==> src/rtl/fir_tap_feeder.sv <==
// Sample intake, tap delay line and coefficient bank feeding an external combinational MAC.
// One sample per 3 cycles at best: accept, settle, then hold the result until resultReady; no new sample is taken while a result is pending.
module fir_tap_feeder #(
    parameter int DATA_WIDTH = 8,
    parameter int NUM_REGS   = 8
) (
    input  logic                                 clk,
    input  logic                                 rst,
    input  logic [DATA_WIDTH-1:0]                sampleIn,
    input  logic                                 sampleValid,
    output logic                                 sampleReady,
    input  logic                                 coefWe,
    input  logic [$clog2(NUM_REGS)-1:0]          coefAddr,
    input  logic [DATA_WIDTH-1:0]                coefData,
    input  logic                                 flush,
    output logic [NUM_REGS-1:0][DATA_WIDTH-1:0]  pDataOut,
    output logic [NUM_REGS-1:0][DATA_WIDTH-1:0]  coefsOut,
    input  logic [DATA_WIDTH-1:0]                macResult,
    output logic [DATA_WIDTH-1:0]                resultOut,
    output logic                                 resultValid,
    input  logic                                 resultReady,
    output logic                                 primed
);

    localparam int CNT_W = $clog2(NUM_REGS) + 1;
    localparam logic [CNT_W-1:0] CNT_FULL = CNT_W'(NUM_REGS);

    typedef enum logic [1:0] {
        IDLE,
        COMPUTE,
        OUTPUT
    } state_t;

    state_t                               state_q, state_d;
    logic [NUM_REGS-1:0][DATA_WIDTH-1:0]  taps_q, taps_d;
    logic [NUM_REGS-1:0][DATA_WIDTH-1:0]  coefs_q, coefs_d;
    logic [DATA_WIDTH-1:0]                result_q, result_d;
    logic                                 result_vld_q, result_vld_d;
    logic [CNT_W-1:0]                     cnt_q, cnt_d;
    logic                                 primed_q, primed_d;

    always_comb begin
        state_d      = state_q;
        taps_d       = taps_q;
        coefs_d      = coefs_q;
        result_d     = result_q;
        result_vld_d = result_vld_q;
        cnt_d        = cnt_q;

        case (state_q)
            IDLE: begin
                if (sampleValid) begin
                    taps_d  = {taps_q[NUM_REGS-2:0], sampleIn};
                    cnt_d   = (cnt_q == CNT_FULL) ? cnt_q : cnt_q + CNT_W'(1);
                    state_d = COMPUTE;
                end
            end
            COMPUTE: begin
                result_d     = macResult;
                result_vld_d = 1'b1;
                state_d      = OUTPUT;
            end
            OUTPUT: begin
                if (resultReady) begin
                    result_vld_d = 1'b0;
                    state_d      = IDLE;
                end
            end
            default: state_d = IDLE;
        endcase

        // A coefficient write lands before COMPUTE, so a same-edge sample sees it.
        if (state_q == IDLE && coefWe) begin
            coefs_d[coefAddr] = coefData;
        end

        if (flush) begin
            taps_d       = '0;
            cnt_d        = '0;
            result_d     = result_q;
            result_vld_d = 1'b0;
            state_d      = IDLE;
        end

        primed_d = (cnt_d == CNT_FULL);
    end

    always_ff @(posedge clk or posedge rst) begin
        if (rst) begin
            state_q      <= IDLE;
            taps_q       <= '0;
            coefs_q      <= '0;
            result_q     <= '0;
            result_vld_q <= 1'b0;
            cnt_q        <= '0;
            primed_q     <= 1'b0;
        end else begin
            state_q      <= state_d;
            taps_q       <= taps_d;
            coefs_q      <= coefs_d;
            result_q     <= result_d;
            result_vld_q <= result_vld_d;
            cnt_q        <= cnt_d;
            primed_q     <= primed_d;
        end
    end

    // Ready is forced low for the whole time reset is held, even though state reads IDLE.
    assign sampleReady = (state_q == IDLE) && !rst;
    assign pDataOut    = taps_q;
    assign coefsOut    = coefs_q;
    assign resultOut   = result_q;
    assign resultValid = result_vld_q;
    assign primed      = primed_q;

endmodule
==> config.mk <==
export PLATFORM = sky130hd
export DESIGN_NAME = fir_tap_feeder
export DESIGN_NICKNAME = d
export VERILOG_FILES = /design/src/rtl/fir_tap_feeder.sv
export SDC_FILE = /design/constraint.sdc
export NUM_CORES = 1
export LEC_CHECK = 0
export ABC_AREA = 1
export BUFFER_PORTS_ARGS = -buffer_cell sky130_fd_sc_hd__buf_4
export CAP_MARGIN = 30
export CORE_MARGIN = 10
export CORE_UTILIZATION = 55
export CTS_BUF_LIST = sky130_fd_sc_hd__clkbuf_4 sky130_fd_sc_hd__clkbuf_8 sky130_fd_sc_hd__clkbuf_16
export DETAILED_ROUTE_END_ITERATION = 8
export GPL_ROUTABILITY_DRIVEN = 0
export PLACE_DENSITY = 0.93
export SETUP_SLACK_MARGIN = 0.5
export SLEW_MARGIN = 20
export SYNTH_ARGS = -nofsm -noshare
export SYNTH_HDL_FRONTEND = slang
export SYNTH_SLANG_ARGS = --single-unit
export TNS_END_PERCENT = 1
==> constraint.sdc <==
create_clock -name clk -period 8.72 [get_ports clk]
set_input_delay 1.744 -clock clk [delete_from_list [all_inputs] [get_ports clk]]
set_output_delay 1.744 -clock clk [all_outputs]
set_load 0.01 [all_outputs]
**Word-level counts from Yosys, hierarchy flattened**

Index checks and enable logic that the tools add are counted.

- Add/sub/neg operators: 1
- $lt $le $gt $ge: 2
- Eq/ne operators: 6
- Multiplexer cells: 17
- Bitwise gates (word level): 1
- Reductions and logical operators: 12

Operators by type and width:

| kind | count |
|---|---|
| $mux 64 | 3 |
| $bwmux 64 | 1 |
| $demux 8 s3 | 1 |
| $mux 4 | 4 |
| $eq 4x4->1 const B | 2 |
| $mux 8 | 1 |
| $reduce_and 2->1 | 4 |
| $mux 2 | 3 |
| $ne 3x3->1 const B | 2 |
| $pmux 2 s3 | 1 |
| $add 4x1->4 const B | 1 |
| $lt 3x4->1 const B | 1 |
| $reduce_bool 2->1 | 2 |
| $ge 3x1->1 const B | 1 |
| $logic_and 1x1->1 | 3 |
| $reduce_bool 3->1 | 1 |
| $eq 2x1->1 const B | 1 |
| $eq 2x2->1 const B | 1 |
| $logic_not 2->1 | 1 |
| $mux 1 | 2 |
| $pmux 1 s2 | 1 |
| $logic_not 1->1 | 1 |
| $not 1->1 | 1 |

- Bits in registers: 144
- Input bits: 33
- Output and inout port bits: 139
- Logic and storage cells: 60

**Longest topological paths before layout**

Gate-level depths: netlist of run 1.

- Word-level depth: 6
- Mapped depth: 9
- Depth with buffers taken out: 8

**Worst setup path before layout of run 1**

Ideal clock, no wire load.

- Kind: input -> output
- Start point: in rst
- End point: out sampleReady
- Data arrival time: 1.913 ns
- Required time: 6.976 ns
- Path slack: 5.063 ns
- Stages: 1
- Path buffers: 0
- Cells stage by stage: nor2_1

- Word-level cells in the longest chain between the ends: 2

RTL lines:

| element | line | text |
|---|---|---|
| from (decl) | 8 | `input logic rst,` |
| $logic_not 1->1 | 109 | `assign sampleReady = (state_q == IDLE) && !rst;` |
| $logic_and 1x1->1 | 109 |  |
| to (decl) | 11 | `output logic sampleReady,` |

Every way passes these cells.

**Worst setup path after layout of run 1**

Same ends and word-level chain as after synthesis.

==> results of run 1 <==
cell usage after synthesis (2+ instances only):
cell type	count
sky130_fd_sc_hd__o21ai_1	16
sky130_fd_sc_hd__buf_4	3
sky130_fd_sc_hd__clkbuf_1	2
sky130_fd_sc_hd__inv_1	73
sky130_fd_sc_hd__nand3_1	17
sky130_fd_sc_hd__inv_2	4
sky130_fd_sc_hd__nor2_8	3
sky130_fd_sc_hd__dfrtp_1	144
sky130_fd_sc_hd__nand3_4	2
sky130_fd_sc_hd__buf_6	5
sky130_fd_sc_hd__ha_1	2
sky130_fd_sc_hd__a21oi_1	16
sky130_fd_sc_hd__o21ai_2	10
sky130_fd_sc_hd__nand2_1	77
sky130_fd_sc_hd__clkinv_1	2
sky130_fd_sc_hd__nand2_2	3
sky130_fd_sc_hd__buf_2	12
sky130_fd_sc_hd__mux2_2	8
sky130_fd_sc_hd__o21ai_0	38
sky130_fd_sc_hd__o22ai_1	48
sky130_fd_sc_hd__nor2_1	27
cells by family after synthesis:
kind of cell               after synthesis  synth area share
buffers and inverters                  102            0.0809
DFF                                    144             0.645
and+or+nand+nor                        135             0.117
adders and majority gates                2           0.00448
muxes                                    8            0.0161
AOI/OAI and AO/OA                      131             0.136
per-layer routing:
layer  up-vias  global-route usage  part of all wire
met4         0               0.106             0.035
met2       178               0.384              0.53
met3        47              0.0605             0.060
met1      2258               0.243              0.37
met5         -                   0                 0
li1       2060                   -                 -
power groups by stage:
stage,Clock (mW),Combinational (mW),Sequential (mW)
4_1_cts,0.809,0.357,0.809
3_5_place_dp,0,0.355,0.818
2_1_floorplan,0,0.120,0.852
6_report,0.800,0.355,0.810
5_1_grt,0.843,0.384,0.818
3_3_place_gp,0,0.340,0.814
per-stage QoR:
stage	hold WS, ns	instances
after CTS	0.485	837
after global routing	0.507	839
after floorplan	0.515	522
final	0.484	839
after global placement	0.468	806
after detailed placement	0.470	806
cell type report:
type | count | area (um2) | share of cell area
Sequential cell | 144 | 3600 | 0.473
Clock buffer | 20 | 449 | 0.0589
Timing Repair Buffer | 175 | 1350 | 0.178
Multi-Input combinational cell | 276 | 1530 | 0.201
Inverter | 80 | 310 | 0.0407
Tap cell | 133 | 166 | 0.0218
Clock inverter | 11 | 210 | 0.0276
flip-flops by register name (all words and copies together) (netlist names):
name and cells:
coefsOut 64, resultOut 8, primed 1, state_q 2, pDataOut 64, resultValid 1
cnt_q 4
worst paths after layout:
path                       slack, ns      endpoint         start  depth (start not counted)
min                             0.48  coefsOut[63]  coefsOut[63]                          2
min in group asynchronous       1.33  resultOut[0]           rst                          2
min reg2reg                     0.48  coefsOut[63]  coefsOut[63]                          2
max reg2reg                     6.72   pDataOut[6]    state_q[0]                          8
max                             4.88   sampleReady           rst                          3
max in group asynchronous       6.39  pDataOut[63]           rst                          4
worst min-delay path: cells and delay by family, from the launching register on:
| family | cells | cell delay, ns |
|---|---|---|
| and+or+nand+nor | 1 | 0.06 |
| DFF | 1 | 0.34 |
| AOI/OAI and AO/OA | 1 | 0.05 |
==> impl_summary.log, run 1 <==
INFO  metric post_synth.cell_area_avg = 10.7 um2
INFO  metric worst_slew_margin_rel = 0.581
INFO  metric drtIter0Drc = 306
INFO  metric seq_power_share = 0.412
INFO  metric cts_buffers = 17
INFO  metric timing.final.hold_violations = 0
INFO  metric leakagePower = 3.79 nW
INFO  metric clock_tree.buffer_depth = 2
INFO  metric drc = 0
INFO  metric synthToLayoutAreaGrowth = 36.6%
INFO  metric layout.core_utilization = 0.776
INFO  metric p_switching = 0.505 mW
INFO  metric period_share = 0.440
INFO  metric die-width = 121 um
INFO  metric rsz_0062_raised_after_global_routing = no
INFO  metric cp_cell_sequence = buf_4, nor2_1, buf_4
INFO  metric status = complete, no violations
INFO  metric power.density = 258 nW/um2
INFO  metric final_cell_area = 7620 um2
INFO  metric first_pass_grt_wire_length = 25400 um
INFO  metric final_antenna_net_count = 0
INFO  metric max_stage_delay = 0.13 ns
INFO  metric antenna_cells = 0
INFO  metric track_usage = 0.220
INFO  metric synth.top_cells.by_area = sky130_fd_sc_hd__dfrtp_1 (65%), sky130_fd_sc_hd__o22ai_1 (5.4%), sky130_fd_sc_hd__nand2_1 (5.2%), sky130_fd_sc_hd__inv_1 (4.9%), sky130_fd_sc_hd__o21ai_0 (3.4%)
INFO  metric drt-total-wl = 16000 um
INFO  metric grt_start_max_net_pins = 74
INFO  metric total_power = 1.96 mW
INFO  metric power.clock.fraction = 0.407
INFO  metric post_cts_resize_count = 0
INFO  metric worstSetupEndpointType = output port
INFO  metric route.detailed.vias_per_inst = 5.41
INFO  metric power.ir.vdd_worst = 0.188 mV
INFO  metric design.die.area = 14600 um2
INFO  metric path_max_fanout = 2
INFO  metric cp.buffers_inverters = 2
INFO  metric detail_route.first_pass.iterations = 6
INFO  metric path_clk_slew = 0.06 ns
INFO  metric initial_core_util = 0.569
INFO  metric timing_worst_slew_pin_value = 0.629 ns
INFO  metric slowest_stage = sky130_fd_sc_hd__buf_4
INFO  metric clock_tree.root_cell = sky130_fd_sc_hd__clkbuf_8
INFO  metric crit_required = 6.98 ns
INFO  metric synth-edff-count = 0
INFO  metric finalClockSkew = 0.0122 ns
INFO  metric post_synth_instance_area = 5580 um2
INFO  metric final_net_count = 729
INFO  metric clock_insertion_delay_worst_skew = 0.52 ns
INFO  metric p_int = 1.46 mW
INFO  metric ys.warnings.count = 0
INFO  metric average_detailed_routed_wire_length_per_instance = 19.1 um
INFO  metric cts-hold-fix-buffers = 0
INFO  metric syn_nets = 557
INFO  metric synth_ff_type = sky130_fd_sc_hd__dfrtp_1
INFO  metric comb_power_share = 0.181
INFO  metric mostFrequentLayoutCells = sky130_fd_sc_hd__buf_4 (173), sky130_fd_sc_hd__dfrtp_1 (144), sky130_fd_sc_hd__nand2_1 (76)
INFO  metric h-tree-depth = 4
INFO  metric power_switching_share = 0.257
INFO  metric ios = 172
INFO  metric first_global_vias = 4691
INFO  metric clock_sink_count = 144
INFO  metric placeable_core_region = 9820 um2
INFO  metric final_common_cell = sky130_fd_sc_hd__buf_4
INFO  metric antenna_found_initial = 0
INFO  metric row_count = 36
INFO  metric worst-endpoint-arrival = 2.10 ns
INFO  metric critical_path.most_common_cell = sky130_fd_sc_hd__buf_4
INFO  metric dpl_worst_slack = 4.72 ns
INFO  metric report.final.slew_viol_count = 0
INFO  metric synthCells = 522
INFO  metric min_path_type = flop to flop
INFO  metric gr-total-overflow = 0
INFO  metric worst_path_dominant_cell_family = buffers and inverters
INFO  metric yosysTopAreaCellShare = 0.645
INFO  metric final.fill_count = 636
INFO  metric cts.repair_timing.setup_buffer_count = 0
INFO  metric path_class = input pin to output port
INFO  metric chipHeight = 121 um
INFO  metric maximum_clock_frequency = 260 MHz
INFO  metric netlist-cell-type-count = 31
INFO  metric synthDominantAreaCellType = sky130_fd_sc_hd__dfrtp_1
INFO  metric place_hpwl = 11300 um
INFO  metric critical_path.startpoint_type = input pin
INFO  metric ys_ff_latch = 144
INFO  metric detailed_place.area = 6910 um2
INFO  metric finalWorstPathRequiredPeriod = 3.84 ns
INFO  metric setup_tns = 0 ns
INFO  metric yosysSeqAreaShare = 0.645
INFO  metric synthArstFlopShare = 1.00
INFO  metric count_of_buffers_inserted_at_the_top_level_ports = 171
INFO  metric tritoncts_clock_tree = built
INFO  metric post_route_cells_drive_above_1_share = 0.344
INFO  metric cap_viol_max_count = 0
INFO  metric via_count = 4543
INFO  metric layout_setup_ws = 4.88 ns
INFO  metric setup-violations-final = 0
Power figures use the tool's default switching activity.
==> inputs of run 2 (changes only) <==
--- a/config.mk
+++ b/config.mk
@@ -5,15 +5,15 @@
 export SDC_FILE = /design/constraint.sdc
 export NUM_CORES = 1
 export LEC_CHECK = 0
-export ABC_AREA = 1
+export ABC_AREA = 0
 export BUFFER_PORTS_ARGS = -buffer_cell sky130_fd_sc_hd__buf_4
 export CAP_MARGIN = 30
 export CORE_MARGIN = 10
-export CORE_UTILIZATION = 55
+export CORE_UTILIZATION = 46
 export CTS_BUF_LIST = sky130_fd_sc_hd__clkbuf_4 sky130_fd_sc_hd__clkbuf_8 sky130_fd_sc_hd__clkbuf_16
 export DETAILED_ROUTE_END_ITERATION = 8
 export GPL_ROUTABILITY_DRIVEN = 0
-export PLACE_DENSITY = 0.93
+export PLACE_DENSITY = 0.84
 export SETUP_SLACK_MARGIN = 0.5
 export SLEW_MARGIN = 20
 export SYNTH_ARGS = -nofsm -noshare
==> constraint.sdc (replaced) <==
create_clock -name clk -period 3.33 [get_ports clk]
set_input_delay 0.666 -clock clk [delete_from_list [all_inputs] [get_ports clk]]
set_output_delay 0.666 -clock clk [all_outputs]
set_load 0.01 [all_outputs]
==> run 2 against run 1 <==
Compared with the run above: sequential share of layout area decreased by 0.58 points; sequential cell count is the same; synthesized cell count shrank 8.2%; core utilization fell by 13 points; clock power rose to 2.8 times the previous value.
==> impl_summary.log, run 2 <==
INFO  metric status = complete, no violations (unchanged)
INFO  metric chipHeight = 130 um (was 121 um)
INFO  metric initial_core_util = 0.467 (was 0.569)
INFO  metric register_area = 3600 um2 (unchanged)
INFO  metric drt-total-wl = 15000 um (was 16000 um)
INFO  metric post_synth_instance_area = 5590 um2 (was 5580 um2)
INFO  metric grt_start_max_net_pins = 73 (was 74)
INFO  metric final_net_count = 686 (was 729)
INFO  metric worst_path_dominant_cell_family = simple AND/OR/NAND/NOR gates (was buffers and inverters)
INFO  metric mostFrequentLayoutCells = sky130_fd_sc_hd__buf_4 (177), sky130_fd_sc_hd__dfrtp_1 (144), sky130_fd_sc_hd__nand2_1 (137) (was sky130_fd_sc_hd__buf_4 (173), sky130_fd_sc_hd__dfrtp_1 (144), sky130_fd_sc_hd__nand2_1 (76))
INFO  metric crit_required = 3.66 ns (was 6.98 ns)
INFO  metric yosysTopAreaCellShare = 0.645 (about the same)
INFO  metric timing.final.hold_violations = 0 (unchanged)
INFO  metric detail_route.first_pass.iterations = 4 (was 6)
INFO  metric finalClockSkew = 0.00723 ns (was 0.0122 ns)
INFO  metric cts_buffers = 17 (unchanged)
INFO  metric total_power = 5.34 mW (was 1.96 mW)
INFO  metric ys_ff_latch = 144 (unchanged)
INFO  metric place_hpwl = 10900 um (was 11300 um)
INFO  metric first_pass_grt_wire_length = 23800 um (was 25400 um)
INFO  metric setup-violations-final = 0 (unchanged)
INFO  metric period_share = 0.634
INFO  metric dpl.cell_count = 779 (was 806)
INFO  metric power.ir.vdd_worst = 0.365 mV (was 0.188 mV)
INFO  metric syn_nets = 514 (was 557)
INFO  metric path_class = flop to flop (was input pin to output port)
INFO  metric final_antenna_net_count = 0 (unchanged)
INFO  metric synthArstFlopShare = 1.00 (unchanged)
INFO  metric finish.cell_count_without_fillers = 811 (was 839)
INFO  metric timing_worst_slew_pin_value = 0.700 ns (was 0.629 ns)
INFO  metric ys.warnings.count = 0 (unchanged)
INFO  metric placeable_core_region = 12000 um2 (was 9820 um2)
INFO  metric detailed_place.area = 7020 um2 (was 6910 um2)
INFO  metric worst_slew_margin_rel = 0.531 (was 0.581)
INFO  metric average_detailed_routed_wire_length_per_instance = 18.5 um (was 19.1 um)
INFO  metric final_cell_area = 7720 um2 (was 7620 um2)
INFO  metric clock_tree.buffer_depth = 2 (unchanged)
INFO  metric clock_sink_count = 144 (unchanged)
INFO  metric synthToLayoutAreaGrowth = 38.1% (was 36.6%)
INFO  metric synth_top_cells_by_count = sky130_fd_sc_hd__dfrtp_1 (144), sky130_fd_sc_hd__nand2_1 (137), sky130_fd_sc_hd__mux2_2 (72), sky130_fd_sc_hd__a21oi_1 (68), sky130_fd_sc_hd__clkbuf_1 (15) (was sky130_fd_sc_hd__dfrtp_1 (144), sky130_fd_sc_hd__nand2_1 (77), sky130_fd_sc_hd__inv_1 (73), sky130_fd_sc_hd__o22ai_1 (48), sky130_fd_sc_hd__o21ai_0 (38))
INFO  metric design.die.area = 17000 um2 (was 14600 um2)
INFO  metric ios = 172 (unchanged)
INFO  metric cap_viol_max_count = 0 (unchanged)
INFO  metric path_max_fanout = 50 (was 2)
INFO  metric die-width = 130 um (was 121 um)
INFO  metric clock_insertion_delay_worst_skew = 0.41 ns (was 0.52 ns)
INFO  metric clock_tree.root_cell = sky130_fd_sc_hd__clkbuf_16 (was sky130_fd_sc_hd__clkbuf_8)
INFO  metric cp_cell_sequence = nor3b_2, buf_4, nand2_1, a21oi_1 (was buf_4, nor2_1, buf_4)
INFO  metric drc = 0 (unchanged)
INFO  metric finalWorstPathRequiredPeriod = 2.11 ns
INFO  metric maximum_clock_frequency = 473 MHz
INFO  metric antenna_found_initial = 0 (unchanged)
INFO  metric slowest_stage = sky130_fd_sc_hd__nor3b_2 (was sky130_fd_sc_hd__buf_4)
INFO  metric yosysSeqAreaShare = 0.645 (about the same)
INFO  metric setup_tns = 0 ns (unchanged)
INFO  metric synthCells = 479 (was 522)
INFO  metric synth-edff-count = 0 (unchanged)
INFO  metric cts-hold-fix-buffers = 0 (unchanged)
INFO  metric leakagePower = 3.67 nW (was 3.79 nW)
INFO  metric synth.top_cells.by_area = sky130_fd_sc_hd__dfrtp_1 (64%), sky130_fd_sc_hd__mux2_2 (15%), sky130_fd_sc_hd__nand2_1 (9.2%), sky130_fd_sc_hd__a21oi_1 (6.1%), sky130_fd_sc_hd__clkbuf_1 (1.0%) (was sky130_fd_sc_hd__dfrtp_1 (65%), sky130_fd_sc_hd__o22ai_1 (5.4%), sky130_fd_sc_hd__nand2_1 (5.2%), sky130_fd_sc_hd__inv_1 (4.9%), sky130_fd_sc_hd__o21ai_0 (3.4%))
INFO  metric cts.repair_timing.setup_buffer_count = 0 (unchanged)
INFO  metric gr-total-overflow = 0 (unchanged)
INFO  metric first_global_vias = 4359 (was 4691)
INFO  metric drtIter0Drc = 441 (was 306)
INFO  metric row_count = 40 (was 36)
INFO  metric track_usage = 0.180 (was 0.220)
INFO  metric cp.buffers_inverters = 1 (was 2)
INFO  metric report.final.slew_viol_count = 0 (unchanged)
INFO  metric synth_ff_type = sky130_fd_sc_hd__dfrtp_1 (unchanged)
INFO  metric power.density = 692 nW/um2 (was 258 nW/um2)
INFO  metric max_stage_delay = 0.64 ns (was 0.13 ns)
INFO  metric min_path_type = input pin to async pin (was flop to flop)
INFO  metric rsz_0062_raised_after_global_routing = no (unchanged)
INFO  metric worstSetupEndpointType = flop (was output port)
INFO  metric post_synth.cell_area_avg = 11.7 um2 (was 10.7 um2)
INFO  metric post_cts_resize_count = 0 (unchanged)
INFO  metric critical_path.startpoint_type = flop (was input pin)
INFO  metric count_of_buffers_inserted_at_the_top_level_ports = 171 (unchanged)
INFO  metric synthDominantAreaCellType = sky130_fd_sc_hd__dfrtp_1 (unchanged)
INFO  metric path_clk_slew = 0.06 ns (about the same)
INFO  metric via_count = 4215 (was 4543)
INFO  metric smallest_hold_slack = 0.255 ns (was 0.484 ns)
INFO  metric multi_input_area = 1860 um2 (was 1530 um2)
INFO  metric final.fill_count = 901 (was 636)
INFO  metric synth.most_common_cell = sky130_fd_sc_hd__dfrtp_1 (unchanged)
INFO  metric worst-endpoint-arrival = 2.44 ns (was 2.10 ns)
INFO  metric h-tree-depth = 4 (unchanged)
INFO  metric netlist-cell-type-count = 23 (was 31)
INFO  metric route.detailed.vias_per_inst = 5.20 (was 5.41)
INFO  metric tritoncts_clock_tree = built (unchanged)
INFO  metric post_route_cells_drive_above_1_share = 0.432 (was 0.344)
INFO  metric antenna_cells = 0 (unchanged)
INFO  metric final_common_cell = sky130_fd_sc_hd__buf_4 (unchanged)
-- run 2: per-stage QoR --
step / utilization / worst slack, ns
2_1_floorplan: - / 0.859
3_3_place_gp: 0.587 / 1.15
3_5_place_dp: 0.587 / 1.10
4_1_cts: 0.645 / 1.25
5_1_grt: 0.645 / 1.08
6_report: 0.645 / 1.22
-- run 2: area by class of cell --
type | count | area share
multi-input combinational | 305 | 0.242
timing repair buffer | 178 | 0.175
clock buffer | 20 | 0.0597
inverter | 5 | 0.00292
tap | 147 | 0.0238
clock inverter | 12 | 0.0305
sequential | 144 | 0.467
-- run 2: logic make-up (layout without fill, tap and decap cells) --
family,after synthesis,count (layout),share of synthesized area
mux,73,73,0.147
compound gates,72,72,0.0658
buf+inv,30,215,0.0224
simple gates,157,157,0.114
xor+xnor,1,1,0.00157
flops,144,144,0.645
fa+ha+maj,2,2,0.00448
-- run 2: layer usage --
metal  up-vias  wire length [um]  global-route usage
met5         -                 0                   0
met3        25               836              0.0503
met4         0               390              0.0873
met2       129              8060               0.309
li1       1954                 -                   -
met1      2107              5700               0.204
-- run 2: path summary, 6_finish.rpt --
kind / start / to / slack [ns] / cells after the start
worst min-delay path: rst / resultOut[5] / 0.26 / 2
max in group asynchronous: rst / coefsOut[3] / 2.26 / 3
worst max register to register: state_q[0] / pDataOut[20] / 1.22 / 4
worst min register to register: coefsOut[26] / coefsOut[26] / 0.50 / 1
worst max-delay path: state_q[0] / pDataOut[20] / 1.22 / 4
min in group clk: resultReady / resultValid / 0.48 / 2
-- run 2: where the power goes --
part	total, mW	switching (mW)	internal [mW]	leakage, nW
combinational	0.967	0.450	0.517	1.46
sequential	2.15	0.154	2.00	1.87
clock	2.22	0.694	1.52	0.347
total	5.34	1.30	4.04	3.67
